[src/rtl/lt_ctrl_pkg.sv]
// lt_ctrl_pkg: shared latency-tester definitions used by the controller and the pattern generator.
package lt_ctrl_pkg;
    localparam logic [1:0] LT_POS_TOP_LEFT  = 2'd0;
    localparam logic [1:0] LT_POS_CENTER    = 2'd1;
    localparam logic [1:0] LT_POS_TOP_RIGHT = 2'd2;
    localparam logic [1:0] LT_POS_BOTTOM    = 2'd3;
    localparam int LT_WIDTH_DIV  = 4;
    localparam int LT_HEIGHT_DIV = 4;
endpackage

[src/rtl/lt_sensor_sync.sv]
// lt_sensor_sync: two-flop synchronizer for asynchronous inputs, cleared to 0 on reset.
module lt_sensor_sync #(
    parameter int W = 1
) (
    input  logic         clk27,
    input  logic         reset_n,
    input  logic [W-1:0] i_d,
    output logic [W-1:0] o_q
);
    logic [W-1:0] r_meta;
    always_ff @(posedge clk27 or negedge reset_n)
        if (!reset_n) begin
            r_meta <= '0;
            o_q    <= '0;
        end else begin
            r_meta <= i_d;
            o_q    <= r_meta;
        end
endmodule

[src/rtl/lt_ctrl.sv]
// lt_ctrl: drives the generator's latency box after a dark settle period and
// counts clk27 cycles until the photodiode sees light.
module lt_ctrl
    import lt_ctrl_pkg::*;
#(
    parameter int CNT_W         = 22,
    parameter int SETTLE_FRAMES = 4
) (
    input  logic             clk27,
    input  logic             reset_n,
    input  logic             start,
    input  logic [1:0]       mode_sel,
    input  logic             vsync_in,
    input  logic             sensor_in,
    output logic             lt_active,
    output logic [1:0]       lt_mode,
    output logic             busy,
    output logic [CNT_W-1:0] result,
    output logic             result_valid,
    output logic             timeout,
    output logic             sensor_err
);
    typedef enum logic [1:0] {S_IDLE, S_SETTLE, S_MEASURE, S_DONE} state_t;
    state_t           r_state;
    logic             r_vs_prev;
    logic [3:0]       r_frames;
    logic [CNT_W-1:0] r_cnt;
    logic             w_sensor_s;
    logic             w_vs_fall;
    logic             w_last_frame;
    logic             w_cnt_max;

    lt_sensor_sync #(.W(1)) u_sync (
        .clk27  (clk27),
        .reset_n(reset_n),
        .i_d    (sensor_in),
        .o_q    (w_sensor_s)
    );

    assign w_vs_fall    = r_vs_prev & ~vsync_in;
    assign w_last_frame = r_frames == 4'(SETTLE_FRAMES - 1);
    assign w_cnt_max    = &r_cnt;

    always_ff @(posedge clk27 or negedge reset_n)
        if (!reset_n) begin
            r_state      <= S_IDLE;
            r_vs_prev    <= 1'b1;
            r_frames     <= '0;
            r_cnt        <= '0;
            lt_active    <= 1'b0;
            lt_mode      <= '0;
            busy         <= 1'b0;
            result       <= '0;
            result_valid <= 1'b0;
            timeout      <= 1'b0;
            sensor_err   <= 1'b0;
        end else begin
            r_vs_prev <= vsync_in;
            case (r_state)
                S_IDLE, S_DONE:
                    if (start) begin
                        lt_mode      <= mode_sel;
                        result_valid <= 1'b0;
                        timeout      <= 1'b0;
                        sensor_err   <= 1'b0;
                        r_frames     <= '0;
                        busy         <= 1'b1;
                        r_state      <= S_SETTLE;
                    end
                S_SETTLE:
                    if (w_vs_fall) begin
                        if (!w_last_frame)
                            r_frames <= r_frames + 4'd1;
                        else if (w_sensor_s) begin
                            sensor_err <= 1'b1;
                            busy       <= 1'b0;
                            r_state    <= S_DONE;
                        end else begin
                            lt_active <= 1'b1;
                            r_cnt     <= '0;
                            r_state   <= S_MEASURE;
                        end
                    end
                S_MEASURE:
                    // the sensor takes priority over a simultaneous full-scale count
                    if (w_sensor_s || w_cnt_max) begin
                        result       <= r_cnt;
                        result_valid <= w_sensor_s;
                        timeout      <= ~w_sensor_s;
                        lt_active    <= 1'b0;
                        busy         <= 1'b0;
                        r_state      <= S_DONE;
                    end else
                        r_cnt <= r_cnt + CNT_W'(1);
                default: r_state <= S_IDLE;
            endcase
        end
endmodule

[config.mk]
export PLATFORM = sky130hd
export DESIGN_NAME = lt_ctrl
export DESIGN_NICKNAME = d
export VERILOG_FILES = /design/src/rtl/lt_ctrl_pkg.sv /design/src/rtl/lt_sensor_sync.sv /design/src/rtl/lt_ctrl.sv
export SDC_FILE = /design/constraint.sdc
export NUM_CORES = 1
export LEC_CHECK = 0
export CAP_MARGIN = 25
export CORE_AREA = 4 4 80 82
export CTS_BUF_LIST = sky130_fd_sc_hd__clkbuf_8
export CTS_CLUSTER_DIAMETER = 60
export DETAILED_ROUTE_END_ITERATION = 16
export DIE_AREA = 0 0 84 86
export PLACE_DENSITY = 0.77
export SETUP_SLACK_MARGIN = 0.2
export SKIP_LAST_GASP = 1
export SLEW_MARGIN = 10
export SYNTH_ARGS = -nofsm -noshare
export SYNTH_HDL_FRONTEND = slang
export SYNTH_SLANG_ARGS = --single-unit
[constraint.sdc]
create_clock -name clk27 -period 4.7 [get_ports clk27]
set_input_delay 0.94 -clock clk27 [delete_from_list [all_inputs] [get_ports clk27]]
set_output_delay 0.94 -clock clk27 [all_outputs]
set_load 0.02 [all_outputs]
==> results.sh, run 1 <==
export IMPL_status="complete, no violations"
export IMPL_cts_root_buffer="clkbuf_8"
export IMPL_hold_path_class="register to register"
export IMPL_crit_path_max_fanout=9
export IMPL_grt_max_degree=61
export IMPL_gp_congestion=0.877
export IMPL_ir_drop_uv=351
export IMPL_rows=28
export IMPL_core_area_um2=5750
export IMPL_cts_setup_buffers=0
export IMPL_totalPowerFinal_mw=1.91
export IMPL_synthAdderAreaFrac_pct=1.64
export IMPL_finalMaxSlewViolations=0
export IMPL_synth_seq_area_share_pct=49.4
export IMPL_antenna_found_initial=0
export IMPL_worst_clock_skew_ps=8.92
export IMPL_max_freq_ghz=0.371
export IMPL_r2r_slack_ps=2210
export IMPL_syn2layout_area_growth_pct=18.1
export IMPL_clkLatencyLatePin_ps=340
export IMPL_synth_enable_flop_cells=0
export IMPL_worst_slew_pin_transition_ps=778
export IMPL_fin_ws_ps=2000
export IMPL_grt_pass1_wl_um=11500
export IMPL_crit_family="simple AND/OR/NAND/NOR gates"
export IMPL_wl_per_cell_um=15.8
export IMPL_drc=0
export IMPL_die_y_um=86
export IMPL_clkSinkCount=60
export IMPL_async_flop_share_pct=100
export IMPL_powerDensity_nw_per_um2=531
export IMPL_yosysWarnings=0
export IMPL_place_inst=386
export IMPL_fin_nets=333
export IMPL_maxCapViolations=0
export IMPL_start_util_pct=53.0
export IMPL_overflow=0
export IMPL_dieArea_um2=7220
export IMPL_synth_cell_types=53
export IMPL_fin_crit_sh_pct=57.4
export IMPL_antenna_left=0
export IMPL_min_to="u_sync.o_q"
export IMPL_cts_made_buffers=9
export IMPL_holdPathStages=0
export IMPL_setup_violations=0
export IMPL_layout_cells_non_filler=402
export IMPL_place_ws_ps=1660
export IMPL_vias=2413
export IMPL_dp_hpwl_um=4280
export IMPL_relSlewSlack_pct=48.0
export IMPL_period_minus_slack_ps=2700
export IMPL_synth_largest_area_cell="dfrtp_1"
export IMPL_r2r_end="result[6]"
export IMPL_holdWs_ps=355
export IMPL_track_usage_pct=20.0
export IMPL_post_dp_cell_area_um2=3430
export IMPL_htreeDepth=3
export IMPL_drt_iter0_drc=167
export IMPL_diodes=0
export IMPL_hold_start="u_sync.r_meta"
export IMPL_max_stage_delay_ps=450
export IMPL_yosysTopAreaCellShare_pct=48.5
export IMPL_path_clk_slew_ps=60
export IMPL_crit_type="input port to register"
export IMPL_wirelength_um=6370
export IMPL_cts_tree="built"
export IMPL_die_x_um=84
export IMPL_rsz0062_at_grt="no"
export IMPL_layout_drive_gt1_share_pct=11.3
export IMPL_postSynthAreaPerCell_um2=10.5
export IMPL_clockBufferDepth=2
export IMPL_muxShareOfSynthArea_pct=11.3
export IMPL_synth_compound_area_share_pct=14.4
export IMPL_grt_pass1_vias=2360
export IMPL_synth_xor_area_share_pct=0.576
export IMPL_cp_num_buf_inv=1
export IMPL_ys_seq_elements=60
export IMPL_p_leak_nw=1.51
export IMPL_synth_area_um2=3040
export IMPL_fin_setup_tns_ps=0
export IMPL_fin_area_um2=3590
export IMPL_postSynthCellCount=289
export IMPL_syn_nets=300
export IMPL_first_pass_iters=4
export IMPL_io_pins=36
export IMPL_synth_simple_area_share_pct=19.3
export IMPL_rr_worst_depth=5
export IMPL_critPathSlowestCell="or4_1"
export IMPL_timing_rr_start="r_cnt[11]"
export IMPL_yosysMostFrequentCell="dfrtp_1"
export IMPL_port_buffers=35
export IMPL_synth_top_cells_by_area="dfrtp_1, mux2_1, mux2_2"
export IMPL_cts_resized=0
export IMPL_synth_common_cells="dfrtp_1, nand2_1, nand3_1"
export IMPL_ys_dominant_reg_cell="dfrtp_1"
export IMPL_vias_per_cell=6.00
export IMPL_cp_required_ps=4970
export IMPL_hold_buffers=0
export IMPL_synth_top_family_by_area="simple AND/OR/NAND/NOR gates"
export IMPL_cp_start_kind="input port"
export IMPL_crit_path_end_kind="register"
export IMPL_cp_cell_sequence="clkdlybuf4s50_1 -> nor4bb_1 -> o22a_1 -> o211ai_1 -> or4_1 -> nand3_1"
export IMPL_hold_viol_final=0
export IMPL_cp_arrival_ps=2970
export IMPL_final_util_pct=62.6
[final cells by class]
type | instances | area [um^2]
clock buffer | 10 | 138
clock inverter | 6 | 25.0
fill | 489 | 2150
inverter | 7 | 26.3
multi-input combinational | 206 | 1440
sequential | 60 | 1500
tap | 75 | 93.8
timing repair buffer | 38 | 368
[registers in the layout, indices dropped and copies added (netlist names)]
signal and cells:
r_vs_prev 1, lt_active 1, result_valid 1, timeout 1, sensor_err 1, lt_mode 2
r_cnt 22, busy 1, r_frames 4, u_sync.o_q 1, r_state 2, result 22
u_sync.r_meta 1
[power breakdown]
part | internal, mW | switching (mW) | total, mW
combinational | 0.333 | 0.398 | 0.731
clock | 0.196 | 0.187 | 0.383
sequential | 0.660 | 0.135 | 0.795
[routing by layer]
layer	GRT usage (%)	routed length, um
met1	27.6	2950
met2	29.6	2920
met3	4.42	359
met4	10.7	136
met5	0	0
[cell families (layout without fill, tap and decap cells)]
group / count (synthesis) / in the layout
AO/OA/AOI/OAI: 61 / 61
XOR/XNOR: 2 / 2
adder cells (fa/ha/maj): 4 / 4
buffers and inverters: 23 / 61
flip-flops: 60 / 60
multiplexers: 31 / 31
AND/OR/NAND/NOR: 108 / 108
[placed cells by master (no fill, tap or decap), types with 4 or more instances in the layout]
master / count
nand2b_1: 5
mux2_1: 14
nor2_1: 12
nand4_1: 6
nor4_1: 5
o211ai_1: 7
nor2b_1: 6
ha_1: 4
o21ai_0: 14
a41oi_1: 4
nand2_1: 23
dfrtp_1: 59
clkdlybuf4s50_1: 34
mux2i_1: 5
nor3_1: 7
a21oi_1: 10
mux2_2: 12
clkbuf_8: 10
or4_1: 6
inv_1: 11
nand3_1: 21
[worst register-to-register path: cells and delay by family (launching register included)]
kind / cells / cell delay (ps)
flops: 1 / 480
simple gates: 3 / 1230
mux: 1 / 410
compound gates: 1 / 260
[worst max path at each step]
stage | slack, ps | from | cells past startpoint | endpoint
floorplan | 2320 | vsync_in | 6 | r_cnt[19]
global placement | 1710 | vsync_in | 6 | r_cnt[19]
detailed placement | 1660 | vsync_in | 6 | r_cnt[16]
CTS | 2020 | vsync_in | 6 | r_cnt[19]
global route | 1910 | vsync_in | 6 | r_cnt[19]
finish | 2000 | vsync_in | 6 | r_cnt[19]
Power figures use the tool's default switching activity.
==> inputs of run 2 (changes only) <==
--- a/config.mk
+++ b/config.mk
@@ -6,12 +6,12 @@
 export NUM_CORES = 1
 export LEC_CHECK = 0
 export CAP_MARGIN = 25
-export CORE_AREA = 4 4 80 82
+export CORE_AREA = 4 4 82 84
 export CTS_BUF_LIST = sky130_fd_sc_hd__clkbuf_8
 export CTS_CLUSTER_DIAMETER = 60
 export DETAILED_ROUTE_END_ITERATION = 16
-export DIE_AREA = 0 0 84 86
-export PLACE_DENSITY = 0.77
+export DIE_AREA = 0 0 86 88
+export PLACE_DENSITY = 0.76
 export SETUP_SLACK_MARGIN = 0.2
 export SKIP_LAST_GASP = 1
 export SLEW_MARGIN = 10
==> constraint.sdc (replaced) <==
create_clock -name clk27 -period 2.4 [get_ports clk27]
set_input_delay 0.48 -clock clk27 [delete_from_list [all_inputs] [get_ports clk27]]
set_output_delay 0.48 -clock clk27 [all_outputs]
set_load 0.02 [all_outputs]
==> run 2 against run 1 <==
Compared with the run above: sequential share of layout area fell by 3.0 points; routed wire length rose by 15%; cell area rose by 7.9%; clock skew rose by 1.2 ps; via count rose by 7.3%; count of clock-buffer cells in the layout rose by 1; first-iteration DRC count rose by 31%; register-to-register slack got worse by 1900 ps; setup slack got worse by 1700 ps; critical endpoint is now result[5]; largest power group is now combinational cells; highest routed layer unchanged.
==> results.sh, run 2 (synthesis results as in run 1) <==
export IMPL_top_usage_layer="met2"
export IMPL_intPower_mw=2.47
export IMPL_cts_tree="built"
export IMPL_top_regs="r_cnt: 22 flops, result: 22 flops, r_frames: 4 flops"
export IMPL_clkSinkCount=60
export IMPL_r2r_slack_ps=270
export IMPL_grt_pass1_wl_um=12200
export IMPL_die_y_um=88
export IMPL_fillCellCount=450
export IMPL_path_clk_slew_ps=70
export IMPL_track_usage_pct=20.8
export IMPL_hold_viol_final=0
export IMPL_crit_path_max_fanout=12
export IMPL_antenna_left=0
export IMPL_ir_drop_uv=688
export IMPL_cts_made_buffers=9
export IMPL_p_seq_share_pct=37.8
export IMPL_grt_max_degree=61
export IMPL_io_pins=36
export IMPL_layout_cells_non_filler=430
export IMPL_hold_path_class="input port to asynchronous set/reset pin"
export IMPL_maxCapViolations=0
export IMPL_cp_arrival_ps=2360
export IMPL_htreeDepth=3
export IMPL_layout_drive_gt1_share_pct=20.6
export IMPL_drt_iter0_drc=218
export IMPL_final_common_cell="dfrtp_1"
export IMPL_rr_worst_depth=5
export IMPL_p_leak_nw=1.67
export IMPL_fin_crit_sh_pct=88.9
export IMPL_core_area_um2=5920
export IMPL_fin_ws_ps=266
export IMPL_clkLatencyLatePin_ps=350
export IMPL_final_util_pct=65.5
export IMPL_diodes=0
export IMPL_cp_required_ps=2630
export IMPL_use_met2_pct=31.0
export IMPL_layout_common_cells="dfrtp_1, clkdlybuf4s50_1, buf_4, nand2_1, nand3_1"
export IMPL_start_util_pct=51.4
export IMPL_crit_path_end_kind="register"
export IMPL_relSlewSlack_pct=50.4
export IMPL_cp_start_kind="register"
export IMPL_worst_clock_skew_ps=10.1
export IMPL_worst_slew_pin_transition_ps=744
export IMPL_p_sw_mw=1.49
export IMPL_fin_nets=361
export IMPL_place_inst=410
export IMPL_gr_usage_met3_pct=4.80
export IMPL_vias_per_cell=6.02
export IMPL_syn2layout_area_growth_pct=27.5
export IMPL_totalPowerFinal_mw=3.97
export IMPL_dieArea_um2=7570
export IMPL_powerDensity_nw_per_um2=1020
export IMPL_endpoint="result[5]"
export IMPL_crit_type="register to register"
export IMPL_status="complete, no violations"
export IMPL_startpoint="r_cnt[12]"
export IMPL_swShare_pct=37.7
export IMPL_drc=0
export IMPL_grt_pass1_vias=2457
export IMPL_pwr_share_clk_pct=20.2
export IMPL_fin_area_um2=3880
export IMPL_clockBufferDepth=2
export IMPL_period_minus_slack_ps=2130
export IMPL_r2r_end="result[5]"
export IMPL_fin_setup_tns_ps=0
export IMPL_share_comb_of_total_power_pct=42.0
export IMPL_dp_hpwl_um=4760
export IMPL_gp_congestion=0.842
export IMPL_wirelength_um=7300
export IMPL_grt_util_met1_pct=28.4
export IMPL_place_ws_ps=-83.1
export IMPL_timing_rr_start="r_cnt[12]"
export IMPL_first_pass_iters=4
export IMPL_port_buffers=35
export IMPL_wl_per_cell_um=17.0
export IMPL_setup_violations=0
export IMPL_post_dp_cell_area_um2=3620
export IMPL_overflow=0
export IMPL_rows=28
export IMPL_finalMaxSlewViolations=0
export IMPL_cts_root_buffer="clkbuf_8"
export IMPL_vias=2588
export IMPL_max_freq_ghz=0.469
export IMPL_rsz0062_at_grt="yes"
export IMPL_die_x_um=86
export IMPL_antenna_found_initial=0
export IMPL_holdWs_ps=113
run 2: layout make-up:
class	instances	area, um^2	area share, %
clock inverters	5	21.3	0.548
repair buffers	64	576	14.8
inverters	7	26.3	0.677
multi-input cells	208	1510	38.8
well taps	75	93.8	2.42
clock buffers	11	151	3.90
flip-flops and latches	60	1500	38.8
run 2: worst min-delay path by stage:
stage / startpoint / endpoint / depth (start not counted)
6_report: reset_n / result[15] / 2
2_1_floorplan: reset_n / busy / 0
4_1_cts: reset_n / result[15] / 2
3_3_place_gp: u_sync.r_meta / u_sync.o_q / 0
5_1_grt: reset_n / result[15] / 2
3_5_place_dp: u_sync.r_meta / u_sync.o_q / 0
run 2: routing by layer:
metal / wire length, um / part of all wire [%]
met1: 3260 / 45
met2: 3370 / 46
met3: 501 / 6.9
met4: 173 / 2.4
met5: 0 / 0
run 2: power by group through the flow:
stage | Clock [mW] | Sequential [mW] | Combinational (mW)
floorplan | 0 | 1.66 | 0.805
global placement | 0 | 1.50 | 1.58
detailed placement | 0 | 1.51 | 1.61
CTS | 0.821 | 1.50 | 1.64
global route | 0.877 | 1.54 | 1.81
finish | 0.801 | 1.50 | 1.67
run 2: worst max-delay path, stage by stage (launching register included):
cell and delay (ps):
dfrtp_2 420, nand4_4 160, or4_4 620, nor2_4 170
o21ai_2 250, mux2_1 390
run 2: what timing repair did:
action                                  CTS  global route
pin swaps                                 1             3
hold endpoints to repair                  0             0
setup buffers                             0             2
hold buffers                              0             0
cloned                                    0             2
gates resized for setup                   3             8
endpoints found under the setup margin   40            37
